--- src/rtl/tick_timer_scheduler_if.sv ---
// Request/grant bundle between the clients and the shared tick timer.
// The master side (clients plus the slow-clock divider) drives requests, durations,
// cancel and the tick enable. The slave side (the timer) drives ownership and status.
interface tick_timer_scheduler_if #(
    parameter int unsigned CNT_W = 8
);
    logic                 tick_in;
    logic [3:0]           req;
    logic [4*CNT_W-1:0]   dur_in;
    logic                 cancel;
    logic [3:0]           gnt;
    logic                 busy;
    logic [3:0]           done;
    logic [CNT_W-1:0]     remaining;

    modport master (
        output tick_in,
        output req,
        output dur_in,
        output cancel,
        input  gnt,
        input  busy,
        input  done,
        input  remaining
    );

    modport slave (
        input  tick_in,
        input  req,
        input  dur_in,
        input  cancel,
        output gnt,
        output busy,
        output done,
        output remaining
    );
endinterface

--- src/rtl/tick_timer_scheduler.sv ---
// Shared tick timer for four clients.
// A round-robin arbiter hands the timer to one requester at a time. The owner's duration
// is loaded at grant and counted down on 4 Hz ticks. Completion gives the owner a
// one-cycle done pulse. Cancel, a dropped request or reset aborts silently.
module tick_timer_scheduler #(
    parameter int unsigned CNT_W = 8
) (
    input  logic                  clk_in,
    input  logic                  rst,
    tick_timer_scheduler_if.slave bus
);

    typedef enum logic [1:0] {
        StIdle = 2'd0,
        StRun  = 2'd1,
        StDone = 2'd2
    } state_e;

    state_e           state_q, state_d;
    logic [1:0]       owner_q, owner_d;
    logic [1:0]       last_q, last_d;
    logic [CNT_W-1:0] remaining_q, remaining_d;

    logic             win_valid;
    logic [1:0]       win_idx;
    logic [1:0]       cand;
    logic             abort;
    logic [CNT_W-1:0] dur_arr [4];

    // Slice the packed duration bus into one entry per client.
    for (genvar i = 0; i < 4; i++) begin : g_dur
        assign dur_arr[i] = bus.dur_in[i*CNT_W +: CNT_W];
    end

    // Round-robin search starting at the client after the last one served.
    always_comb begin
        win_valid = 1'b0;
        win_idx   = 2'd0;
        cand      = 2'd0;
        for (int k = 1; k <= 4; k++) begin
            cand = last_q + 2'(k);
            if (!win_valid && bus.req[cand]) begin
                win_valid = 1'b1;
                win_idx   = cand;
            end
        end
    end

    // The owner withdrawing its request counts the same as an explicit cancel.
    always_comb begin
        abort = bus.cancel || !bus.req[owner_q];
    end

    // Next-state logic. Abort beats the final tick, and last_q only moves when RUN is left.
    always_comb begin
        state_d     = state_q;
        owner_d     = owner_q;
        last_d      = last_q;
        remaining_d = remaining_q;
        unique case (state_q)
            StIdle: begin
                if (win_valid) begin
                    owner_d     = win_idx;
                    remaining_d = dur_arr[win_idx];
                    state_d     = StRun;
                end
            end
            StRun: begin
                if (abort) begin
                    state_d     = StIdle;
                    remaining_d = '0;
                    last_d      = owner_q;
                end else if (remaining_q == '0) begin
                    // Zero-length interval completes without waiting for a tick.
                    state_d = StDone;
                    last_d  = owner_q;
                end else if (bus.tick_in) begin
                    remaining_d = remaining_q - CNT_W'(1);
                    if (remaining_q == CNT_W'(1)) begin
                        state_d = StDone;
                        last_d  = owner_q;
                    end
                end
            end
            StDone: begin
                state_d = StIdle;
            end
            default: begin
                state_d     = StIdle;
                remaining_d = '0;
            end
        endcase
    end

    // State registers with synchronous reset; client 0 has first priority out of reset.
    always_ff @(posedge clk_in) begin
        if (rst) begin
            state_q     <= StIdle;
            owner_q     <= 2'd0;
            last_q      <= 2'd3;
            remaining_q <= '0;
        end else begin
            state_q     <= state_d;
            owner_q     <= owner_d;
            last_q      <= last_d;
            remaining_q <= remaining_d;
        end
    end

    // Outputs decode directly from registered state, so they are glitch-free.
    always_comb begin
        bus.gnt       = 4'b0000;
        bus.done      = 4'b0000;
        bus.busy      = 1'b0;
        bus.remaining = remaining_q;
        if (state_q == StRun) begin
            bus.gnt  = 4'b0001 << owner_q;
            bus.busy = 1'b1;
        end
        if (state_q == StDone) begin
            bus.done = 4'b0001 << owner_q;
        end
    end

    a_gnt_onehot : assert property (@(posedge clk_in) $onehot0(bus.gnt));
    a_done_onehot : assert property (@(posedge clk_in) $onehot0(bus.done));
    a_done_not_owned : assert property (@(posedge clk_in) (|bus.done) |-> (bus.gnt == 4'b0000));

endmodule

--- src/flat_wrapper.sv ---
// flat-port wrapper written by rule: the top's interface ports become plain ports
module tick_timer_scheduler_flat 
#(
    parameter int unsigned CNT_W = 8
)
  (clk_in, rst, bus_tick_in, bus_req, bus_dur_in, bus_cancel, bus_gnt, bus_busy, bus_done, bus_remaining);
  tick_timer_scheduler_if #(.CNT_W(CNT_W)) bus_i ();
  input  logic clk_in;
  input  logic rst;
  input wire logic [$bits(bus_i.tick_in)-1:0] bus_tick_in;
  input wire logic [$bits(bus_i.req)-1:0] bus_req;
  input wire logic [$bits(bus_i.dur_in)-1:0] bus_dur_in;
  input wire logic [$bits(bus_i.cancel)-1:0] bus_cancel;
  output wire logic [$bits(bus_i.gnt)-1:0] bus_gnt;
  output wire logic [$bits(bus_i.busy)-1:0] bus_busy;
  output wire logic [$bits(bus_i.done)-1:0] bus_done;
  output wire logic [$bits(bus_i.remaining)-1:0] bus_remaining;
  assign bus_i.tick_in = bus_tick_in;
  assign bus_i.req = bus_req;
  assign bus_i.dur_in = bus_dur_in;
  assign bus_i.cancel = bus_cancel;
  assign bus_gnt = bus_i.gnt;
  assign bus_busy = bus_i.busy;
  assign bus_done = bus_i.done;
  assign bus_remaining = bus_i.remaining;
  tick_timer_scheduler #(.CNT_W(CNT_W)) u_core (.clk_in(clk_in), .rst(rst), .bus(bus_i));
endmodule
--- config.mk ---
export PLATFORM = sky130hd
export DESIGN_NAME = tick_timer_scheduler_flat
export DESIGN_NICKNAME = d
export VERILOG_FILES = /design/src/rtl/tick_timer_scheduler_if.sv /design/src/rtl/tick_timer_scheduler.sv /design/src/flat_wrapper.sv
export SDC_FILE = /design/constraint.sdc
export NUM_CORES = 1
export LEC_CHECK = 0
export ABC_AREA = 0
export CORE_UTILIZATION = 37
export CTS_CLUSTER_DIAMETER = 150
export DETAILED_ROUTE_END_ITERATION = 7
export GPL_ROUTABILITY_DRIVEN = 0
export PLACE_DENSITY = 0.87
export SLEW_MARGIN = 15
export SYNTH_ARGS = -nofsm -noshare
export SYNTH_HDL_FRONTEND = slang
export SYNTH_SLANG_ARGS = --single-unit
--- constraint.sdc ---
create_clock -name clk_in -period 2.1 [get_ports clk_in]
set_clock_uncertainty 0.05 [all_clocks]
set_input_delay 0.42 -clock clk_in [delete_from_list [all_inputs] [get_ports clk_in]]
set_output_delay 0.42 -clock clk_in [all_outputs]
set_load 0.005 [all_outputs]
==> impl_metrics.yaml <==
synthesis:
  ys_ff_latch: 14
  postSynthCellCount: 146
  syn_avg_cell_area_um2: 8.493
  yosys.area_share.xor_xnor_pct: 4.238
  synthAdderAreaFrac_pct: 2.018
  syn-num-nets: 188
  synth_top_family_by_area: "compound AO/OA/AOI/OAI gates"
  ys_seq_area_share_pct: 22.60
  synth_edf_count: 0
  ys_types: 42
  netlist_area_um2: 1240
  ys_warn_count: 0
  synthMuxAreaShare_pct: 16.95
  synthArstFlopShare_pct: 0
  synth_top_area_cell: "dfxtp_1"
  synth-main-ff-cell: "dfxtp_1"
  synth-compound-area-share_pct: 30.37
  netlist_top_cells_count: "dfxtp_1, mux2_2, a21oi_1"
  synthSimpleGateAreaFrac_pct: 18.57
  synthTopCellsByArea: "dfxtp_1, mux2_2, a21oi_1, a211oi_1, a22oi_1"
  synth_top_area_share_pct: 22.60
placement:
  dpl.hpwl_um: 3004
  portBuffers: 56
  placed_area_um2: 1971
finish:
  drive_gt1_share_pct: 28.25
  antennaDiodeCount: 0
  design_area_um2: 2107
  postLayoutCoreUtil_pct: 67.36
  final_nets: 267
  syn2layout_area_growth_pct: 69.93
detailed_routing:
  drc: 0
  firstDrtPassIters: 4
  drt_iter0_markers: 68
  drt-vias-per-instance: 5.764
  routed_wl_um: 4313
  drt.antenna.violating_nets: 0
  vias: 1539
  post_drt_wl_per_cell_um: 16.15
timing:
  setup_viol: 0
  rsz0062_at_grt: "true"
  finalHoldViolCount: 0
  slew_viol_final: 0
  max_freq_mhz: 484.4
  finalCriticalPeriod_ps: 2064
  post-route-period-util_pct: 98.30
  slew_headroom_pct: 58.89
  worst_pin_slew_ps: 614.7
  hold_slack_ps: 510.0
power:
  switching_share_pct: 37.95
  seq_power_share_pct: 27.7
  p_clk_share_pct: 12.7
  irDropWorstVdd_v: 0.0003739
  cellLeakagePower_nw: 0.8479
  power_frac_comb_pct: 59.6
  internal_power_w: 0.0007749
  p_per_area_nw_per_um2: 592.7
  power_switching_w: 0.0004739
global_routing:
  grt-ovfl-total: 0
  grt_max_degree: 15
  antenna_found_initial: 0
  grt_usage_pct: 24.30
  grt_pass1_wl_um: 6561
  grt_pass1_vias: 1390
worst_setup_path:
  path_delay_family: "compound AO/OA/AOI/OAI gates"
  cp_cell_sequence: "or4_4 > o31a_1 > o21bai_4 > a32oi_1 > a311oi_1"
  critPathCaptureType: "flop"
  critPathLaunchType: "flop"
  path_max_fanout: 8
  required_ps: 2250
  crit_type: "reg -> reg"
  crit_buf_inv: 0
  cpPeakStageDelay_ps: 540
  crit_arrival_ps: 2210
  cpMaxStageDelayCell: "or4_4"
clocking:
  cts_buffer_depth: 2
  cts_made_buffers: 3
  root_buffer: "clkbuf_4"
  clk_pin_slew_ps: 80
  clk_latency_ps: 290
  cts_tree: "yes"
  cts_htree_levels: 1
  clock_sinks: 14
floorplanning:
  initial_core_util_pct: 39.64
  rows: 20
  core_area_um2: 3128
  fp.dieW_um: 59.89
  die_area_um2: 3587
  die_y_um: 59.89
  ios: 57
flow_run:
  maxCapViolCount: 0
worst_hold_path:
  min_path_type: "reg -> reg"
run_status:
  status: "completed"
[path summary, 6_finish.rpt]
path / from / slack (ps) / end / cells past startpoint
worst max-delay path: u_core.bus.remaining[5] / 40 / u_core.bus.remaining[5] / 5
worst min-delay path: u_core.last_q[0] / 510 / u_core.last_q[0] / 1
worst max register to register: u_core.bus.remaining[5] / 40 / u_core.bus.remaining[5] / 5
worst min register to register: u_core.last_q[0] / 510 / u_core.last_q[0] / 1
[metrics by stage]
stage | TNS (ps) | worst slack (ps) | power (W) | instances
after floorplan | 0 | 105.6 | 0.0007256 | 146
after global placement | -3547 | -396.5 | 0.0009934 | 261
after detailed placement | -3802 | -423.5 | 0.001009 | 261
after CTS | -4.611 | -4.611 | 0.001182 | 265
after global routing | -54.93 | -34.15 | 0.001319 | 267
final | 0 | 35.60 | 0.001249 | 267
[cells by family after synthesis]
family / after synthesis
compound gates: 49
xor+xnor: 6
fa+ha+maj: 2
buf+inv: 14
flops: 14
mux: 18
simple gates: 43
[layer usage]
metal | part of all wire (%) | global-route usage (%) | routed length, um
met1 | 42 | 33.33 | 1833
met2 | 48 | 37.78 | 2062
met3 | 8.1 | 5.628 | 348
met4 | 1.6 | 6.977 | 69
met5 | 0 | 0 | 0
[worst reg2reg max path, delay by kind of cell, from the launching register on]
kind               cells  cell delay [ps]
AOI/OAI and AO/OA      4             1070
and+or+nand+nor        1              540
DFF                    1              320
[cell type report]
type | count | area, um^2
Sequential cell | 14 | 282.8
Timing Repair Buffer | 77 | 735.7
Clock buffer | 3 | 22.52
Fill cell | 235 | 1021
Multi-Input combinational cell | 119 | 973.4
Tap cell | 44 | 55.05
Inverter | 10 | 37.54
[power by group through the flow]
stage               sequential, W  combinational [W]  clock, W
floorplan                0.000357           0.000369         0
global placement         0.000345           0.000649         0
detailed placement       0.000346           0.000662         0
CTS                      0.000341           0.000685  0.000156
global route             0.000354           0.000795  0.000171
finish                   0.000346           0.000745  0.000158
[placed cells by master, fill, tap and decap left out, types with 3 or more instances in the layout]
| cell type | count |
|---|---|
| nor2_1 | 10 |
| clkbuf_4 | 3 |
| a21oi_1 | 11 |
| xor2_1 | 4 |
| dfxtp_1 | 12 |
| mux2i_1 | 3 |
| a32oi_1 | 6 |
| mux2_2 | 14 |
| nor3_1 | 4 |
| clkdlybuf4s50_1 | 52 |
| dlymetal6s2s_1 | 4 |
| a22oi_1 | 5 |
| buf_4 | 19 |
| nand2_1 | 10 |
| inv_1 | 9 |
| a211oi_1 | 5 |
[flip-flops by register name, summed over array words and instances, names as in the netlist]
register	flops
u_core.bus.remaining	8
u_core.last_q	2
u_core.owner_q	2
u_core.state_q	2
[repair_timing]
| action | CTS | global route |
|---|---|---|
| hold buffers | 0 | 0 |
| resized for setup | 7 | 20 |
| gates cloned | 1 | 1 |
| setup endpoints to repair | 8 | 14 |
| buffers inserted | 0 | 1 |
| pin swaps | 2 | 11 |
(Power assumes the default switching activity.)
